$ cat src/rtl/spi_target_pkg.sv
// spi_target_pkg: shared constants and helpers for the SPI target.
package spi_target_pkg;

    localparam int SPI_BITS    = 8;
    localparam int SYNC_STAGES = 2;

    function automatic int clog2(input int n);
        int r;
        r = 0;
        while ((1 << r) < n) r++;
        return r;
    endfunction

endpackage

$ cat src/rtl/spi_target_pin_sync.sv
// spi_pin_sync: 2-FF synchronizer with registered rise/fall pulses.
// Edges are suppressed until the pipeline holds real samples, so a pin already low at reset exit is not seen as a fall.
module spi_pin_sync
    import spi_target_pkg::*;
#(
    parameter logic RST_VAL = 1'b0
) (
    input  logic pclk,
    input  logic resetq,
    input  logic d_i,
    output logic rise_o,
    output logic fall_o
);

    logic [SYNC_STAGES-1:0] sync_q;
    logic [SYNC_STAGES:0]   fill_q;
    logic                   prev_q;
    logic                   rise_q;
    logic                   fall_q;
    logic                   s;

    assign s = sync_q[SYNC_STAGES-1];

    always_ff @(posedge pclk or negedge resetq) begin
        if (!resetq) begin
            sync_q <= {SYNC_STAGES{RST_VAL}};
            fill_q <= '0;
            prev_q <= RST_VAL;
            rise_q <= 1'b0;
            fall_q <= 1'b0;
        end else begin
            sync_q <= {sync_q[SYNC_STAGES-2:0], d_i};
            fill_q <= {fill_q[SYNC_STAGES-1:0], 1'b1};
            prev_q <= s;
            rise_q <= fill_q[SYNC_STAGES] & s & ~prev_q;
            fall_q <= fill_q[SYNC_STAGES] & ~s & prev_q;
        end
    end

    assign rise_o = rise_q;
    assign fall_o = fall_q;

endmodule

$ cat src/rtl/spi_target.sv
// spi_target: SPI mode-0 responder with RX FIFO and TX holding register on a buart-style CPU handshake.
module spi_target
    import spi_target_pkg::*;
#(
    parameter int         FIFO_DEPTH = 4,
    parameter logic [7:0] IDLE_BYTE  = 8'hFF
) (
    input  logic       pclk,
    input  logic       resetq,
    input  logic       sck_i,
    input  logic       cs_n_i,
    input  logic       mosi_i,
    output logic       miso_o,
    output logic       miso_oe_o,
    input  logic       rd_i,
    input  logic       wr_i,
    input  logic [7:0] tx_data_i,
    output logic [7:0] rx_data_o,
    output logic       valid_o,
    output logic       busy_o,
    output logic       overrun_o,
    output logic       frame_o,
    output logic       frame_end_o
);

    localparam int PW = clog2(FIFO_DEPTH);
    localparam int CW = clog2(SPI_BITS);

    logic                   sck_rise, sck_fall, cs_rise, cs_fall;
    logic [SYNC_STAGES-1:0] mosi_q;

    logic          frame_q, frame_d;
    logic          frame_end_q, frame_end_d;
    logic [CW-1:0] cnt_q, cnt_d;
    logic          lp_q, lp_d;
    logic [7:0]    rx_shift_q, rx_shift_d;
    logic [7:0]    tx_shift_q, tx_shift_d;
    logic [7:0]    hold_q, hold_d;
    logic          busy_q, busy_d;
    logic          overrun_q, overrun_d;
    logic [PW-1:0] wptr_q, wptr_d, rptr_q, rptr_d;
    logic [PW:0]   count_q, count_d;
    logic [7:0]    mem_q [FIFO_DEPTH];

    logic load_evt, take, push_req, push, pop, fifo_full, fifo_empty;

    spi_pin_sync #(.RST_VAL(1'b0)) u_sck (
        .pclk   (pclk),
        .resetq (resetq),
        .d_i    (sck_i),
        .rise_o (sck_rise),
        .fall_o (sck_fall)
    );

    spi_pin_sync #(.RST_VAL(1'b1)) u_cs (
        .pclk   (pclk),
        .resetq (resetq),
        .d_i    (cs_n_i),
        .rise_o (cs_rise),
        .fall_o (cs_fall)
    );

    always_comb begin
        frame_d     = frame_q;
        frame_end_d = 1'b0;
        cnt_d       = cnt_q;
        lp_d        = lp_q;
        rx_shift_d  = rx_shift_q;
        tx_shift_d  = tx_shift_q;
        push_req    = 1'b0;
        load_evt    = 1'b0;
        if (cs_fall) begin
            frame_d  = 1'b1;
            cnt_d    = '0;
            lp_d     = 1'b0;
            load_evt = 1'b1;
        end else if (cs_rise) begin
            frame_end_d = frame_q;
            frame_d     = 1'b0;
            cnt_d       = '0;
            lp_d        = 1'b0;
        end else if (frame_q && sck_rise) begin
            rx_shift_d = {rx_shift_q[6:0], mosi_q[SYNC_STAGES-1]};
            cnt_d      = cnt_q + 1'b1;
            if (cnt_q == CW'(SPI_BITS - 1)) begin
                push_req = 1'b1;
                lp_d     = 1'b1;
            end
        end else if (frame_q && sck_fall) begin
            if (lp_q) begin
                load_evt = 1'b1;
                lp_d     = 1'b0;
            end else begin
                tx_shift_d = {tx_shift_q[6:0], 1'b1};
            end
        end
        if (load_evt) tx_shift_d = busy_q ? hold_q : IDLE_BYTE;
    end

    // A wr coinciding with a load refills the holding register behind the byte being loaded.
    always_comb begin
        take   = load_evt & busy_q;
        hold_d = hold_q;
        busy_d = busy_q;
        if (wr_i && (!busy_q || take)) begin
            hold_d = tx_data_i;
            busy_d = 1'b1;
        end else if (take) begin
            busy_d = 1'b0;
        end
    end

    always_comb begin
        fifo_full  = count_q == (PW+1)'(FIFO_DEPTH);
        fifo_empty = count_q == '0;
        pop        = rd_i & ~fifo_empty;
        push       = push_req & (~fifo_full | pop);
        wptr_d     = wptr_q + PW'(push);
        rptr_d     = rptr_q + PW'(pop);
        count_d    = count_q + (PW+1)'(push) - (PW+1)'(pop);
        overrun_d  = (rd_i && overrun_q) ? 1'b0 : (overrun_q | (push_req & ~push));
    end

    always_ff @(posedge pclk or negedge resetq) begin
        if (!resetq) begin
            mosi_q      <= '0;
            frame_q     <= 1'b0;
            frame_end_q <= 1'b0;
            cnt_q       <= '0;
            lp_q        <= 1'b0;
            rx_shift_q  <= '0;
            tx_shift_q  <= IDLE_BYTE;
            hold_q      <= '0;
            busy_q      <= 1'b0;
            overrun_q   <= 1'b0;
            wptr_q      <= '0;
            rptr_q      <= '0;
            count_q     <= '0;
        end else begin
            mosi_q      <= {mosi_q[SYNC_STAGES-2:0], mosi_i};
            frame_q     <= frame_d;
            frame_end_q <= frame_end_d;
            cnt_q       <= cnt_d;
            lp_q        <= lp_d;
            rx_shift_q  <= rx_shift_d;
            tx_shift_q  <= tx_shift_d;
            hold_q      <= hold_d;
            busy_q      <= busy_d;
            overrun_q   <= overrun_d;
            wptr_q      <= wptr_d;
            rptr_q      <= rptr_d;
            count_q     <= count_d;
        end
    end

    always_ff @(posedge pclk) begin
        if (push) mem_q[wptr_q] <= rx_shift_d;
    end

    assign miso_o      = tx_shift_q[7];
    assign miso_oe_o   = frame_q;
    assign rx_data_o   = fifo_empty ? 8'h00 : mem_q[rptr_q];
    assign valid_o     = ~fifo_empty;
    assign busy_o      = busy_q;
    assign overrun_o   = overrun_q;
    assign frame_o     = frame_q;
    assign frame_end_o = frame_end_q;

endmodule

$ cat config.mk
export PLATFORM = sky130hd
export DESIGN_NAME = spi_target
export DESIGN_NICKNAME = d
export VERILOG_FILES = /design/src/rtl/spi_target_pkg.sv /design/src/rtl/spi_target_pin_sync.sv /design/src/rtl/spi_target.sv
export SDC_FILE = /design/constraint.sdc
export NUM_CORES = 1
export LEC_CHECK = 0
export ABC_AREA = 1
export BUFFER_PORTS_ARGS = -buffer_cell sky130_fd_sc_hd__buf_2
export CAP_MARGIN = 10
export CORE_UTILIZATION = 30
export CTS_CLUSTER_SIZE = 24
export DETAILED_ROUTE_END_ITERATION = 10
export GPL_TIMING_DRIVEN = 0
export SYNTH_ARGS = -nofsm -noshare
export SYNTH_HDL_FRONTEND = slang
export SYNTH_SLANG_ARGS = --single-unit
$ cat constraint.sdc
create_clock -name pclk -period 3.8 [get_ports pclk]
set_input_delay 0.57 -clock pclk [delete_from_list [all_inputs] [get_ports pclk]]
set_output_delay 0.57 -clock pclk [all_outputs]
set_load 0.01 [all_outputs]
==> results of run 1 <==
final timing paths:
kind | start | end | cells past startpoint
worst max register to register | count_q[1] | count_q[2] | 11
worst min register to register | u_sck.fill_q[1] | u_cs.fill_q[2] | 0
worst max-delay path | count_q[1] | count_q[2] | 11
min in group pclk | cs_n_i | u_cs.sync_q[0] | 1
worst min-delay path | resetq | hold_q[5] | 1
max in group asynchronous | resetq | u_cs.prev_q | 2
cell usage in the layout, fill, tap and decap left out, drive strengths merged:
cell type / netlist / final
nand2: 99 / 99
nor2: 45 / 45
dfrtp: 43 / 43
buf: 8 / 38
edfxtp: 32 / 32
inv: 28 / 31
o21ai: 23 / 23
nand3: 18 / 18
dfstp: 11 / 11
clkbuf: 1 / 10
a21oi: 9 / 9
ha: 6 / 6
nor3: 4 / 4
xor2: 3 / 3
clkinv: 0 / 3
a22o: 2 / 2
nand3b: 1 / 1
xnor2: 1 / 1
fa: 1 / 1
clkinvlp: 0 / 1
conb: 1 / 1
power breakdown:
group	internal, mW	total [mW]	switching, mW
Sequential	1.11	1.18	0.0676
Combinational	0.256	0.667	0.411
Clock	0.464	0.857	0.392
Total	1.84	2.71	0.871
stage by stage:
stage	utilization, %	cells	power, mW
after CTS	36.3	523	2.74
after detailed placement	33.6	507	1.87
after floorplan	-	336	1.65
after global routing	36.5	525	2.89
final	36.5	525	2.71
after global placement	33.6	507	1.85
sequential cells by signal (all words and copies together), names as in the netlist:
register / cells
u_cs.fall_o: 1
cnt_q: 3
u_cs.sync_q: 2
u_sck.fill_q: 1
count_q: 3
wptr_q: 2
u_sck.fall_o: 1
tx_shift_q: 8
mosi_q: 2
u_cs.rise_o: 1
u_cs.prev_q: 1
u_cs.fill_q: 2
frame_o: 1
overrun_o: 1
mem_q: 32
rptr_q: 2
u_sck.sync_q: 2
busy_o: 1
lp_q: 1
u_sck.prev_q: 1
hold_q: 8
frame_end_o: 1
u_sck.rise_o: 1
rx_shift_q: 8
per-layer routing:
metal  wire length [microns]  share of wire [%]  track usage (%)
met5                       0                  0                0
met1                    2780                 45             13.1
met2                    3020                 49             21.1
met4                     101                1.6             4.51
met3                     237                3.9             3.06
cells in the mapped netlist:
master,count
xnor2_1,1
edfxtp_1,32
buf_6,1
dfstp_2,11
nand3_1,17
nor3_1,3
nor3_4,1
buf_4,3
a21oi_1,9
nor2_2,3
conb_1,1
xor2_1,3
inv_1,25
a22o_1,2
nand2_1,93
nand2_2,3
fa_1,1
ha_1,6
dfrtp_1,43
buf_2,4
nand2_4,3
nand3b_1,1
nand3_4,1
inv_2,3
o21ai_0,23
clkbuf_2,1
nor2_1,42
logic make-up (layout without fill, tap and decap cells):
| logic type | Yosys count | after routing | synth area share [%] |
|---|---|---|---|
| buf+inv | 37 | 83 | 4.66 |
| xor+xnor | 4 | 4 | 0.995 |
| flops | 86 | 86 | 66.1 |
| other cells | 1 | 1 | 0.107 |
| compound gates | 34 | 34 | 5.05 |
| simple gates | 167 | 167 | 20.4 |
| fa+ha+maj | 7 | 7 | 2.70 |
final cells by class:
type                       instances  share of cell area [%]
inverter                          28                    2.52
clock inverter                     7                    1.80
buffer                             9                    1.41
tap                              143                    4.29
timing repair buffer              30                    4.02
multi-input combinational        213                    24.7
sequential                        86                    55.8
clock buffer                       9                    5.40
critical path, cell delays in order (launching register included):
cell and delay, ns:
dfrtp_1 0.41, inv_1 0.09, nand2_1 0.07, nor2_1 0.64, nor2_1 0.15, ha_1 0.33
inv_1 0.05, ha_1 0.12, inv_1 0.05, fa_1 0.37, xnor2_1 0.17, xor2_1 0.17
==> qor.csv, run 1 <==
metric;value;unit
run status;complete, no violations;
initial antenna violation count;0;
Final setup viols;0;
Worst setup EP type;flip-flop;
Post-DP Area;3840;sq um
clk_lat worst skew;0.34;ns
number of global-route vias before repair;2355;
final estimated routing congestion in global placement;0.752;
fin worst setup slack;1.10;ns
register area share after synthesis;66.1;%
Register Area;2330;sq um
# diodes;0;
WS Path Type;reg -> reg;
drt wl/cell;11.7;microns
Final #Nets;399;
dpl ws;1.07;ns
post-synthesis net count;358;
worst path required time;4.06;ns
post-DP HPWL;3940;microns
leak pwr;1.94;nW
yosys warns;0;
CP Launch Type;flip-flop;
via count;2265;
Worst Clk Skew;0.00700;ns
Avg Inst Size Synth;10.5;sq um
Post-Syn Area;3520;sq um
Yosys reg bits;86;
Power Dens Cells;649;nW/um^2
Core Box Area;11400;sq um
Max VDD drop;0.261;mV
CTS Buf Count;9;
Post-Synthesis Cells;336;
CTS root buffer;clkbuf_16;
WL final;6130;microns
num rows;39;
DR iter-0 viols;79;
Final TNS setup;0;ns
top cells by area, synth;dfrtp_1 (31%), edfxtp_1 (27%), nand2_1 (9.9%), dfstp_2 (8.2%), nor2_1 (4.5%);
RSZ-0062 raised after global routing;no;
fin crit share;71.1;%
Max Clock Freq;0.370;GHz
H-tree Lvls;3;
GRT Total Usage;11.7;%
port bufs;28;
Worst-Margin Slew;1.29;ns
Initial Util;30.8;%
CTS Buffer Depth;2;
Final min period;2.70;ns
Post-CTS Setup Inserts;0;
die width;110;microns
largest area contributor in the netlist;dfrtp_1;
largest net degree at the start of global routing;55;
crit path DAT;2.96;ns
final hold viol count;0;
cell area after layout;4170;sq um
Fillers;1139;
clk slew on worst S/H paths;0.07;ns
Syn-to-layout area delta;18.4;%
DIE AREA;12200;sq um
post-cts resize count;0;
max-cap check violation count;0;
share of the synthesized area in the top cell type;30.6;%
first-pass GRT wire length;10600;microns
reg-to-reg slack, setup;1.10;ns
Distinct cells, synth;27;
DR pass1 iterations;4;
Max transition margin;13.2;%
critical-path maximum fanout;10;
TritonCTS clock tree;done;
Final Max Tran Viols;0;
Vias/cell;4.31;
area of the multi-input gates;1030;sq um
Num Clock Sinks;86;
Hold WC Path Type;in -> async;
die height;110;microns
total global routing overflow;0;
hold-fix buffers at CTS;0;
Routed Antenna Nets;0;
layout cells sized above 1;20.9;%
number of I/O pins;30;
# DRC;0;
WHS;0.156;ns
Note: power is estimated with default switching activity, not from simulation.
==> inputs of run 2 (changes only) <==
==> constraint.sdc (replaced) <==
create_clock -name pclk -period 2.3 [get_ports pclk]
set_input_delay 0.345 -clock pclk [delete_from_list [all_inputs] [get_ports pclk]]
set_output_delay 0.345 -clock pclk [all_outputs]
set_load 0.01 [all_outputs]
==> run 2 against run 1 <==
Against the previous run:
- via count rose by 0.62%
- setup slack worse by 0.98 ns
- utilization up 0.69 points
- sequential power is 66% higher
- first-iteration DRC count is 24% lower
- power increased by 67%
- die area is the same
- count of clock-buffer cells in the layout did not move
- wire length is essentially flat
- clock power rose by 65%
- maximum frequency grew 24%
- largest power group unchanged
- highest routed layer unchanged
==> qor.csv, run 2 (synthesis gave the netlist of run 1 again) <==
metric;value;unit
Final setup viols;0;
Core Box Area;11400;sq um
clk_lat worst skew;0.34;ns
Num Clock Sinks;86;
H-tree Lvls;3;
CTS Buffer Depth;2;
num rows;39;
drt wl/cell;11.6;microns
WHS Endpoint;u_cs.sync_q[0];
post-DP HPWL;3940;microns
Post-DP Area;3840;sq um
Syn-to-layout area delta;20.6;%
FF-to-FF path depth;10;
DR pass1 iterations;4;
CP max stage cell;dfrtp_1;
Worst setup EP type;flip-flop;
WHS;0.103;ns
Power Dens Cells;1060;nW/um^2
CTS Buf Count;9;
Vias/cell;4.29;
HP Start;cs_n_i;
most frequent cell on the critical path;ha_1;
cell area after layout;4250;sq um
reg-to-reg endpoint;count_q[2];
Hold WC Path Type;in -> reg;
Largest register FFs;32;
leak pwr;1.98;nW
die height;110;microns
total power;4.51;mW
first-pass GRT wire length;10700;microns
# DRC;0;
Final Max Tran Viols;0;
CP Launch Type;flip-flop;
worst path required time;2.56;ns
RSZ-0062 raised after global routing;no;
Max Clock Freq;0.458;GHz
critical-path maximum fanout;4;
CTS root buffer;clkbuf_16;
number of I/O pins;30;
slowest stage delay, CP;0.39;ns
Worst-Margin Slew;0.801;ns
clk slew on worst S/H paths;0.07;ns
Worst Clk Skew;0.00581;ns
TritonCTS clock tree;done;
Max VDD drop;0.432;mV
port bufs;28;
die width;110;microns
Final min period;2.18;ns
DIE AREA;12200;sq um
Reg with most FFs;mem_q;
# diodes;0;
reg-to-reg slack, setup;0.12;ns
fin crit share;95.0;%
Initial Util;30.8;%
crit path DAT;2.45;ns
worst hold stages;1;
number of global-route vias before repair;2361;
via count;2279;
final hold viol count;0;
FF-to-FF Start;cnt_q[0];
crit-path cells;ha_1 > ha_2 > nand3b_1 > ha_1 > inv_1 > ha_1 > inv_1 > fa_1 > xnor2_1 > xor2_1;
final estimated routing congestion in global placement;0.752;
Layout Utilization;37.2;%
largest net degree at the start of global routing;55;
initial antenna violation count;0;
Final #Nets;405;
run status;complete, no violations;
layout cells sized above 1;23.7;%
GRT Total Usage;11.7;%
max-cap check violation count;0;
WS Path Type;reg -> reg;
DR iter-0 viols;60;
Max transition margin;46.4;%
WL final;6140;microns
commonest non-fill, non-tap cells in the layout;nand2_1 (92), dfrtp_1 (42), nor2_1 (40);
leading cell type in the layout, fill and taps excluded;nand2_1;
Routed Antenna Nets;0;
total global routing overflow;0;
[run 2: changes by cell type in the layout (fill, tap and decap cells not counted), sizes merged]
cell	delta
buf	+5
dlygate4sd3	+1
[run 2: worst max-delay path by stage]
stage / slack [ns] / startpoint / to
after floorplan: 0.05 / count_q[1] / count_q[2]
after global placement: -0.39 / count_q[1] / count_q[2]
after detailed placement: -0.43 / count_q[1] / count_q[2]
after CTS: -0.05 / count_q[1] / count_q[2]
after global routing: 0.006 / cnt_q[0] / count_q[2]
final: 0.12 / cnt_q[0] / count_q[2]
[run 2: timing repair]
action                                 4_1_cts  5_1_grt
resized for setup                            5        4
endpoints found under the hold margin        0       11
pin swaps                                    0        3
buffers inserted                             0        6
hold buffers                                 0        1
setup endpoints to repair                   18        1
[run 2: per-layer routing]
layer | routed length, microns | track usage [%] | vias up | share of wire (%)
met2 | 3060 | 21.4 | 43 | 50
met5 | 0 | 0 | - | 0
met3 | 217 | 3.06 | 10 | 3.5
li1 | - | - | 1177 | -
met4 | 101 | 4.51 | 0 | 1.6
met1 | 2760 | 12.8 | 1049 | 45
[run 2: metrics by stage]
stage | TNS, ns | setup WS, ns | instances
final | 0 | 0.115 | 531
after global routing | 0 | 0.00567 | 531
after CTS | -0.0492 | -0.0492 | 523
after detailed placement | -1.63 | -0.430 | 507
after global placement | -1.13 | -0.387 | 507
after floorplan | 0 | 0.0484 | 336
[run 2: report_power, final]
part | internal, mW | total [mW] | switching (mW)
clock network | 0.767 | 1.41 | 0.646
logic | 0.444 | 1.14 | 0.698
registers | 1.84 | 1.96 | 0.117
[run 2: worst max-delay path: cells and delay by family, from the launching register on]
kind                       cells  cell delay, ns
adders and majority gates      5            1.14
DFF                            1            0.39
buffers and inverters          2            0.09
xor gates and xnor gates       2            0.34
and+or+nand+nor                1            0.12
[run 2: cell type report]
| type | count | area, sq um |
|---|---|---|
| Fill cell | 1135 | 7170 |
| Buffer | 9 | 58.8 |
| Tap cell | 143 | 179 |
| Sequential cell | 86 | 2330 |
| Clock inverter | 7 | 75.1 |
| Timing Repair Buffer | 36 | 215 |
| Multi-Input combinational cell | 213 | 1060 |
| Inverter | 28 | 105 |
| Clock buffer | 9 | 225 |
==> inputs of run 3 (changes only) <==
--- a/config.mk
+++ b/config.mk
@@ -8,10 +8,14 @@
 export ABC_AREA = 1
 export BUFFER_PORTS_ARGS = -buffer_cell sky130_fd_sc_hd__buf_2
 export CAP_MARGIN = 10
+export CELL_PAD_IN_SITES_DETAIL_PLACEMENT = 2
+export CELL_PAD_IN_SITES_GLOBAL_PLACEMENT = 2
+export CORE_ASPECT_RATIO = 0.5
 export CORE_UTILIZATION = 30
 export CTS_CLUSTER_SIZE = 24
 export DETAILED_ROUTE_END_ITERATION = 10
 export GPL_TIMING_DRIVEN = 0
+export PLACE_DENSITY_LB_ADDON = 0.1
 export SYNTH_ARGS = -nofsm -noshare
 export SYNTH_HDL_FRONTEND = slang
 export SYNTH_SLANG_ARGS = --single-unit
==> run 3 against run 2 <==
Against the previous run:
- setup slack worse by 0.033 ns
- clock power is essentially flat
- first-iteration DRC count increased by 5.0%
- combinational power is 4% higher
- utilization grew 0.81 points
- power grew 1.1%
- wire length up 31%
- cell area rose by 0.35%
- sequential share of layout area decreased by 0.22 points
- die area rose by 0.21%
- final cell count increased by 3.0%
- largest power group unchanged
==> qor.csv, run 3 (synthesis gave the netlist of run 1 again) <==
metric;value;unit
Syn-to-layout area delta;21.0;%
WP buf/inv;2;
Worst Clk Skew;0.00836;ns
Initial Util;31.4;%
Layout Utilization;38.0;%
DIE AREA;12200;sq um
Vias/cell;4.38;
RSZ-0062 raised after global routing;yes;
DR pass1 iterations;4;
FF-to-FF Start;cnt_q[0];
WHS;0.103;ns
crit path DAT;2.48;ns
Largest register FFs;32;
die height;78.6;microns
most frequent cell on the critical path;ha_1;
fin crit share;96.4;%
initial antenna violation count;0;
CTS Buf Count;9;
CP max stage cell;dfrtp_1;
# diodes;0;
run status;complete, no violations;
# DRC;0;
leading cell type in the layout, fill and taps excluded;nand2_1;
clk_lat worst skew;0.34;ns
total global routing overflow;0;
Max Clock Freq;0.451;GHz
Worst setup EP type;flip-flop;
commonest non-fill, non-tap cells in the layout;nand2_1 (92), dfrtp_1 (43), nor2_1 (39);
WL final;8030;microns
largest net degree at the start of global routing;55;
port bufs;28;
worst path required time;2.56;ns
Final #Nets;405;
reg-to-reg endpoint;count_q[2];
WS Path Type;reg -> reg;
CTS Buffer Depth;2;
via count;2395;
Non-Filler Instances;547;
final hold viol count;0;
reg-to-reg slack, setup;0.08;ns
slowest stage delay, CP;0.40;ns
clk slew on worst S/H paths;0.07;ns
Hold WC Path Type;in -> reg;
CTS root buffer;clkbuf_16;
number of global-route vias before repair;2674;
Max VDD drop;0.342;mV
first-pass GRT wire length;13500;microns
final estimated routing congestion in global placement;0.692;
dpl ws;-0.600;ns
fin worst setup slack;0.0821;ns
dpl cells;524;
leak pwr;1.97;nW
Routed Antenna Nets;0;
number of I/O pins;30;
max-cap check violation count;0;
CP Launch Type;flip-flop;
H-tree Lvls;3;
layout cells sized above 1;23.2;%
num rows;27;
GRT Total Usage;14.7;%
WHS Endpoint;u_cs.sync_q[0];
die width;155;microns
drt wl/cell;14.7;microns
Worst-Margin Slew;0.799;ns
Power Dens Cells;1070;nW/um^2
Final min period;2.22;ns
Final Max Tran Viols;0;
post-DP HPWL;5560;microns
Max transition margin;46.5;%
critical path's top delay family;adder cells;
crit-path cells;ha_1 > ha_4 > nand3b_1 > ha_1 > inv_1 > ha_1 > inv_1 > fa_1 > xnor2_1 > xor2_1;
Num Clock Sinks;86;
Final setup viols;0;
Core Box Area;11200;sq um
critical-path maximum fanout;4;
worst hold stages;1;
Reg with most FFs;mem_q;
FF-to-FF path depth;10;
TritonCTS clock tree;done;
DR iter-0 viols;63;
HP Start;cs_n_i;
run 3: routing by layer:
| layer | vias up | routed length, microns | GRT usage [%] |
|---|---|---|---|
| met2 | 32 | 4040 | 26.2 |
| li1 | 1170 | - | - |
| met5 | - | 0 | 0 |
| met4 | 0 | 105 | 4.41 |
| met3 | 12 | 285 | 4.86 |
| met1 | 1181 | 3600 | 16.9 |
run 3: worst max-delay path by stage:
| stage | start | end | cells past startpoint |
|---|---|---|---|
| floorplan | count_q[1] | count_q[2] | 11 |
| global placement | count_q[1] | count_q[2] | 11 |
| detailed placement | count_q[1] | count_q[2] | 11 |
| CTS | count_q[1] | count_q[2] | 11 |
| global route | cnt_q[0] | count_q[2] | 10 |
| finish | cnt_q[0] | count_q[2] | 10 |
run 3: final cells by class:
type	instances	area, sq um
buffer	8	53.8
sequential	86	2330
tap	159	199
clock buffer	11	254
inverter	28	105
fill	1219	6950
clock inverter	5	37.5
timing repair buffer	37	223
multi-input combinational	213	1060
run 3: through the flow:
step / TNS (ns) / cell area [sq um] / total power [mW]
finish: 0 / 4260 / 4.56
global route: -0.0763 / 4260 / 4.90
CTS: 0 / 4210 / 4.67
detailed placement: -1.02 / 3870 / 3.18
global placement: -3.27 / 3860 / 3.11
floorplan: 0 / 3520 / 2.73
run 3: timing repair:
action                                  4_1_cts  5_1_grt
resized for setup                             4        4
pin swaps                                     2        1
endpoints found under the setup margin       10       11
buffers inserted                              5        1
hold buffers                                  0        1
endpoints found under the hold margin         0       11
run 3: power breakdown:
group / switching [mW] / internal, mW / leakage, nW
sequential: 0.116 / 1.84 / 0.963
clock: 0.614 / 0.806 / 0.140
combinational: 0.742 / 0.444 / 0.867
total: 1.47 / 3.09 / 1.97
run 3: worst reg2reg max path, delay by kind of cell, from the launching register on:
| family | cells | cell delay [ns] |
|---|---|---|
| DFF | 1 | 0.40 |
| buffers and inverters | 2 | 0.11 |
| and+or+nand+nor | 1 | 0.12 |
| xor gates and xnor gates | 2 | 0.34 |
| adders and majority gates | 5 | 1.17 |
